`src/rtl/uart_rx_ctrl.sv`:
```
// UART receive controller: detects the start bit, times the bit centres and
// pulses shift_en into an external 10-bit shift register. Once the frame is
// complete, it captures the byte and presents it with a valid/ready handshake
// plus sticky frame_err/overrun flags.
// Build option: define UART_RX_SYNC_EN to pass rx through a two-flop
// synchronizer. This adds 2 cycles of latency relative to rx.
module uart_rx_ctrl #(
    parameter int unsigned CLKS_PER_BIT = 10416
) (
    input  logic       clk,
    input  logic       rst,
    input  logic       rx,
    input  logic [9:0] frame,
    output logic       shift_en,
    output logic [7:0] data,
    output logic       valid,
    input  logic       ready,
    output logic       frame_err,
    output logic       overrun,
    output logic       busy
);

    localparam logic [15:0] HALF_LAST = 16'(CLKS_PER_BIT / 2 - 1);
    localparam logic [15:0] FULL_LAST = 16'(CLKS_PER_BIT - 1);

    typedef enum logic [2:0] {IDLE, START, DATA, STOP, DONE} state_t;

    state_t      state_q;
    logic [15:0] baud_cnt_q;
    logic [3:0]  bit_cnt_q;
    logic        shift_en_q;
    logic [7:0]  data_q;
    logic        valid_q;
    logic        frame_err_q;
    logic        overrun_q;
    logic        armed_q;      // cleared after a bad stop bit until the line returns high
    logic        rx_s;
    logic        accept;
    logic        frame_err_d;
    logic        overrun_d;
    logic        unused_start_bit;

`ifdef UART_RX_SYNC_EN
    logic [1:0] sync_q;

    // Two-flop synchronizer; it resets to the idle (high) line level.
    always_ff @(posedge clk or posedge rst) begin
        if (rst) begin
            sync_q <= 2'b11;
        end else begin
            sync_q <= {sync_q[0], rx};
        end
    end
    assign rx_s = sync_q[1];
`else
    assign rx_s = rx;
`endif

    // The start bit is not checked; the start-bit centre is checked against rx_s instead.
    assign unused_start_bit = frame[0];

    assign accept = valid_q & ready;
    // A new DONE on the same edge as an accept replaces the sticky flags.
    // Otherwise the flags accumulate.
    assign frame_err_d = (frame_err_q & ~accept) | ~frame[9];
    assign overrun_d   = (overrun_q & ~accept) | (valid_q & ~ready);

    // Receive FSM: bit timing, shift pulses, byte capture and handshake state.
    always_ff @(posedge clk or posedge rst) begin
        if (rst) begin
            state_q     <= IDLE;
            baud_cnt_q  <= '0;
            bit_cnt_q   <= '0;
            shift_en_q  <= 1'b0;
            data_q      <= 8'h00;
            valid_q     <= 1'b0;
            frame_err_q <= 1'b0;
            overrun_q   <= 1'b0;
            armed_q     <= 1'b1;
        end else begin
            shift_en_q <= 1'b0;
            if (accept) begin
                valid_q     <= 1'b0;
                frame_err_q <= 1'b0;
                overrun_q   <= 1'b0;
            end
            case (state_q)
                IDLE: begin
                    baud_cnt_q <= '0;
                    bit_cnt_q  <= '0;
                    if (!armed_q) begin
                        if (rx_s) begin
                            armed_q <= 1'b1;
                        end
                    end else if (!rx_s) begin
                        state_q <= START;
                    end
                end
                START: begin
                    if (baud_cnt_q == HALF_LAST) begin
                        baud_cnt_q <= '0;
                        if (rx_s) begin
                            state_q <= IDLE;
                        end else begin
                            shift_en_q <= 1'b1;
                            bit_cnt_q  <= 4'd1;
                            state_q    <= DATA;
                        end
                    end else begin
                        baud_cnt_q <= baud_cnt_q + 16'd1;
                    end
                end
                DATA: begin
                    if (baud_cnt_q == FULL_LAST) begin
                        shift_en_q <= 1'b1;
                        baud_cnt_q <= '0;
                        bit_cnt_q  <= bit_cnt_q + 4'd1;
                        if (bit_cnt_q == 4'd8) begin
                            state_q <= STOP;
                        end
                    end else begin
                        baud_cnt_q <= baud_cnt_q + 16'd1;
                    end
                end
                STOP: begin
                    // bit_cnt_q == 10 means the stop pulse is in flight this cycle.
                    // Leave STOP only after the register has taken it, so frame is complete in DONE.
                    if (bit_cnt_q == 4'd10) begin
                        baud_cnt_q <= '0;
                        state_q    <= DONE;
                    end else if (baud_cnt_q == FULL_LAST) begin
                        shift_en_q <= 1'b1;
                        baud_cnt_q <= '0;
                        bit_cnt_q  <= 4'd10;
                    end else begin
                        baud_cnt_q <= baud_cnt_q + 16'd1;
                    end
                end
                DONE: begin
                    data_q      <= frame[8:1];
                    valid_q     <= 1'b1;
                    frame_err_q <= frame_err_d;
                    overrun_q   <= overrun_d;
                    armed_q     <= frame[9];
                    bit_cnt_q   <= '0;
                    state_q     <= IDLE;
                end
                default: state_q <= IDLE;
            endcase
        end
    end

    assign shift_en  = shift_en_q;
    assign data      = data_q;
    assign valid     = valid_q;
    assign frame_err = frame_err_q;
    assign overrun   = overrun_q;
    assign busy      = (state_q != IDLE);

endmodule

```
`config.mk`:
```
export PLATFORM = sky130hd
export DESIGN_NAME = uart_rx_ctrl
export DESIGN_NICKNAME = d
export VERILOG_FILES = /design/src/rtl/uart_rx_ctrl.sv
export SDC_FILE = /design/constraint.sdc
export NUM_CORES = 1
export LEC_CHECK = 0
export ABC_AREA = 1
export CAP_MARGIN = 25
export CORE_MARGIN = 2
export CORE_UTILIZATION = 45
export CTS_CLUSTER_DIAMETER = 80
export CTS_CLUSTER_SIZE = 20
export DETAILED_ROUTE_END_ITERATION = 8
export PLACE_DENSITY = 0.79
export SYNTH_ARGS = -nofsm -noshare
export SYNTH_HDL_FRONTEND = slang
export SYNTH_SLANG_ARGS = --single-unit
export TNS_END_PERCENT = 1
```
`constraint.sdc`:
```
create_clock -name clk -period 1.7 [get_ports clk]
set_input_delay 0.255 -clock clk [delete_from_list [all_inputs] [get_ports clk]]
set_output_delay 0.255 -clock clk [all_outputs]
set_load 0.01 [all_outputs]
```
# Word level (Yosys, flattened, before mapping)
# Index checks and enable logic that the tools add are counted.
dict set report classes {
  add_sub_neg 2
  eq_ne 17
  muxes 30
  bitwise 9
  reduce_logical 9
}
# cell count
set ops {}
lappend ops {{one-hot mux 16 bit (4 select lines)} 1}
lappend ops {{two-way mux 16 bit} 3}
lappend ops {{two-way mux 4 bit} 5}
lappend ops {{two-way mux 3 bit} 6}
lappend ops {{inequality test 2 bit (second input constant)} 9}
lappend ops {{adder 16 x 1 -> 16 bit (second input constant)} 1}
lappend ops {{== test 16 x 13 -> 1 bit (second input constant)} 1}
lappend ops {{== test 16 x 14 -> 1 bit (second input constant)} 1}
lappend ops {{one-hot mux 4 bit (4 select lines)} 1}
lappend ops {{one-hot mux 3 bit (4 select lines)} 1}
lappend ops {{AND reduction 6 bit} 2}
lappend ops {{two-way mux 1 bit} 10}
lappend ops {{== test 4 bit (second input constant)} 2}
lappend ops {{nonzero test 4 bit} 2}
lappend ops {{== test 3 x 2 -> 1 bit (second input constant)} 2}
lappend ops {{adder 4 x 1 -> 4 bit (second input constant)} 1}
lappend ops {{AND 1 bit} 4}
lappend ops {{nonzero test 2 bit} 2}
lappend ops {{== test 3 x 1 -> 1 bit (second input constant)} 1}
lappend ops {{== test 3 bit (second input constant)} 1}
lappend ops {{zero test 3 bit} 1}
lappend ops {{NOT 1 bit} 3}
lappend ops {{one-hot mux 1 bit (3 select lines)} 1}
lappend ops {{nonzero test 3 bit} 1}
lappend ops {{other kinds (4)} 5}
dict set report word_totals {
  regBits 36
  inputBits 14
  out_inout_bits 13
  word_cells 76
}

# Longest topological paths before layout
dict set report logic_depth {
  depth_word 5
  ltp_mapped 11
  mapped_depth_nobuf 11
}

# Worst setup path after synthesis
# Ideal clock, no wire load.
dict set report synth_timing {
  kind {register to register}
  start {register baud_cnt_q[0]}
  end {register state_q[1]}
  setup_time_ns 0.117
  arrival_ns 1.377
  required_time_ns 1.583
  setup_slack_ns 0.206
  stages_incl_launch_ff 11
  path_buffers 0
  synth_period_minus_slack_ns 1.494
  path_cell_list {dfrtp_1 > ha_1 > nand3_2 > nor2_4 > nand2_2 > nand2_1 > nand2_2 > inv_4 > nand2_2 > nand2_1 > nand2_1}
}
dict set report synth_via {
  elab_chain_len 3
  elab_cells_between_ends 5
  classes_between {eq/ne (4); reduce/logical (1)}
}
# element line
set synth_lines {}
lappend synth_lines {{from (decl)} 29} ;# logic [15:0] baud_cnt_q;
lappend synth_lines {{from (signal assigned)} 110} ;# baud_cnt_q <= baud_cnt_q + 16'd1;
lappend synth_lines {{from (signal assigned)} 122} ;# baud_cnt_q <= baud_cnt_q + 16'd1;
lappend synth_lines {{from (signal assigned)} 136} ;# baud_cnt_q <= baud_cnt_q + 16'd1;
lappend synth_lines {{== test 16 x 14 -> 1 bit / == test 16 x 13 -> 1 bit (equally long branches)} {114, 100}}
lappend synth_lines {{inequality test 2 bit (no line)} n/a}
lappend synth_lines {{AND reduction 6 bit (no line) (*)} n/a}
lappend synth_lines {{to (signal assigned)} 107} ;# state_q <= DATA;
lappend synth_lines {{to (signal assigned)} 119} ;# state_q <= STOP;
lappend synth_lines {{to (signal assigned)} 130} ;# state_q <= DONE;
lappend synth_lines {{to (decl)} 28} ;# state_t state_q;
# Every way passes the cells marked *; elsewhere a longest branch is shown, timed or not.
# A chain may end at the register's enable or synchronous reset.

# Worst setup path in the final report
dict set report layout_timing {
  start {register state_q[0]}
  end {output busy}
}
dict set report layout_via {
  elab_chain_len 1
}
# element line
set layout_lines {}
lappend layout_lines {{from (signal assigned)} 71} ;# state_q <= IDLE;
lappend layout_lines {{from (signal assigned)} 96} ;# state_q <= START;
lappend layout_lines {{from (signal assigned)} 103} ;# state_q <= IDLE;
lappend layout_lines {{nonzero test 3 bit} 158} ;# assign busy = (state_q != IDLE);
lappend layout_lines {{to (decl)} 20} ;# output logic busy
# No other way between the ends.

==> flow_metrics.tcl <==
set metrics [dict create \
    track_usage 0.189 \
    startpoint "state_q[0]" \
    path_max_fanout 5 \
    drc 0 \
    dr_total_vias 1783 \
    tns_ps 0 \
    clockBufferDepth 2 \
    cpPeakStageDelay_ps 470 \
    first_pass_iters 5 \
    worstRegToRegCells 10 \
    area_growth_pct 25.3 \
    slowest_stage "dfrtp_1" \
    slew_violations 0 \
    fin_crit_sh 0.929 \
    post-route-min-period_ps 1580 \
    powerDensity_mw_per_mm2 1120 \
    gp_congestion 0.947 \
    tightest_slew_ps 456 \
    setup.worst_path.end "busy" \
    r2r_start "baud_cnt_q[1]" \
    clkSlewWorstSetupHoldPaths_ps 80 \
    root_buffer "clkbuf_8" \
    fin_util 0.587 \
    rows 24 \
    overflow 0 \
    synthDistinctLibCells 33 \
    clkLatencyLatePin_ps 290 \
    crit_path_end_kind "output port" \
    fmax_ghz 0.633 \
    status "finished, final reports clean" \
    design.core.area_mm2 0.00438 \
    final_hold_viol_count 0 \
    place.port_buffers 25 \
    worstPathRequired_ps 1440 \
    nets 308 \
    met1_usage 0.251 \
    rsz0062_at_grt "no" \
    maxCapViolCount 0 \
    dieArea_mm2 0.00512 \
    met3_usage 0.0366 \
    hold_path_class "in -> async" \
    pin_count 27 \
    htreeDepth 2 \
    vdd.ir_drop.worst_v 0.000654 \
    chipWidth_um 71.6 \
    seq_area_frac_synth 0.439 \
    grt_pass1_wl_mm 7.70 \
    grt_pass1_vias 1757 \
    setup_violations 0 \
    crit_chain "nor2_2, nand2_1, dlygate4sd2_1" \
    final_common_cell "nand2_1" \
    p_sw_mw 1.08 \
    cts_tree "yes" \
    synth_edf_count 0 \
    syn_nets 270 \
    busiest_layer "met2" \
    internal_power_mw 1.80 \
    mostFrequentLayoutCells "63 x nand2_1, 33 x dfrtp_1, 27 x inv_1" \
    synth_cells 252 \
    drt-total-wl_mm 4.51 \
    pwr-share-seq 0.378 \
    numCtsBuffers 5 \
    worstSetupPathDepth 3 \
    cp.buffers_inverters 1 \
    cts_hold_buf 0 \
    combPwrFrac 0.358 \
    arrival_ps 1320 \
    clock-sinks 36 \
    p_leak_nw 1.14 \
    vias_per_cell 5.20 \
    regToRegSetupSlack_ps 150 \
    start_util 0.469 \
    crit_type "reg -> out" \
    ys_ff_latch 36 \
    grt.met2_usage 0.311 \
    pwr-share-clk 0.264 \
    routedWlPerCell_um 13.1 \
    synth_ff_type "dfrtp_1" \
    drive_gt1_frac 0.182 \
    grt_max_degree 17 \
    cp_top_family "flip-flops" \
    r2r_end "state_q[1]" \
    async_flop_share 1.00 \
    switching_share 0.375 \
    dieHeight_um 71.6 \
    drtIter0Drc 88 \
    yosysWarningCount 0 \
    slew_headroom 0.695 \
    syn_area_per_cell_um2 8.15 \
    syn_area_mm2 0.00205 \
    n_antenna_cell 0 \
    antenna_left 0 \
    antenna_found_initial 0 \
    fin_skew_ps 5.85 \
    dpl.hpwl_mm 3.29 \
    crit_path_start_kind "flip-flop" \
]
[flip-flops by register name (all words and copies together), names as in the netlist]
name,flops
armed_q,1
baud_cnt_q,16
bit_cnt_q,4
data,8
frame_err,1
overrun,1
shift_en,1
state_q,3
valid,1
[cells in the mapped netlist (all sizes together) (2+ instances only)]
| cell type | count | share of area |
|---|---|---|
| o22ai | 5 | 0.015 |
| xnor2 | 2 | 0.0085 |
| nand2 | 70 | 0.14 |
| o21ai | 14 | 0.040 |
| nor3 | 4 | 0.0097 |
| nand4 | 3 | 0.0091 |
| nor2 | 28 | 0.065 |
| mux2 | 8 | 0.044 |
| dfrtp | 35 | 0.43 |
| o21bai | 4 | 0.015 |
| inv | 31 | 0.060 |
| buf | 2 | 0.0061 |
| nand3 | 26 | 0.066 |
| xor2 | 8 | 0.034 |
| ha | 4 | 0.024 |
[layer usage]
layer | up-vias | routed length (um)
li1 | 885 | -
met1 | 842 | 1970
met2 | 49 | 2230
met3 | 7 | 235
met4 | 0 | 75
met5 | - | 0
[how the worst min path moves through the flow]
| stage | start | to | slack, ps | cells past startpoint |
|---|---|---|---|---|
| final | rst | baud_cnt_q[12] | 240 | 2 |
| after global routing | rst | baud_cnt_q[12] | 280 | 2 |
| after CTS | rst | baud_cnt_q[12] | 260 | 2 |
| after detailed placement | overrun | overrun | 480 | 1 |
| after global placement | frame_err | frame_err | 480 | 2 |
| after floorplan | rx | shift_en | 350 | 1 |
[stage by stage]
step	instances	hold slack, ps	power (mW)	setup slack [ps]	area [um2]
after global routing	343	284	3.06	4.68	2570
after global placement	333	479	2.06	139	2410
final	343	244	2.88	121	2570
after detailed placement	333	480	2.09	90.3	2410
after CTS	343	259	2.85	80.4	2540
after floorplan	252	351	1.77	206	2050
[cell type report]
cell class	count	area (um2)
Clock buffer	5	68.8
Clock inverter	3	42.5
Fill cell	375	1810
Inverter	32	128
Multi-Input combinational cell	182	1040
Sequential cell	36	905
Tap cell	52	65.1
Timing Repair Buffer	33	322
[repair_timing]
item / in CTS / in global routing
gates cloned: 0 / 0
setup buffers: 2 / 0
setup endpoints to repair: 1 / 7
endpoints found under the hold margin: 0 / 0
resized for setup: 4 / 5
[power groups by stage]
stage          Combinational (mW)  Clock [mW]  Sequential, mW
2_1_floorplan               0.680           0            1.09
3_3_place_gp                0.982           0            1.08
3_5_place_dp                 1.01           0            1.08
4_1_cts                      1.01       0.767            1.07
5_1_grt                      1.16       0.801            1.10
6_report                     1.03       0.758            1.09
[worst register-to-register path, cell delays in order, from the launching register on]
cell and delay [ps]:
dfrtp_1 430, ha_4 190, nand4_1 90, nor2_1 110
nand2_1 80, nand2_1 140, nand2_2 130, inv_4 120
nand2_2 60, nand2_1 70, nand2_1 50
[cell families (layout without fill, tap and decap cells)]
| group | Yosys count | count (layout) | share of synthesized area |
|---|---|---|---|
| compound gates | 27 | 27 | 0.0847 |
| simple gates | 133 | 133 | 0.297 |
| fa+ha+maj | 4 | 4 | 0.0244 |
| xor+xnor | 10 | 10 | 0.0426 |
| flops | 36 | 36 | 0.439 |
| mux | 8 | 8 | 0.0439 |
| buf+inv | 34 | 73 | 0.0682 |
(Power assumes the default switching activity.)
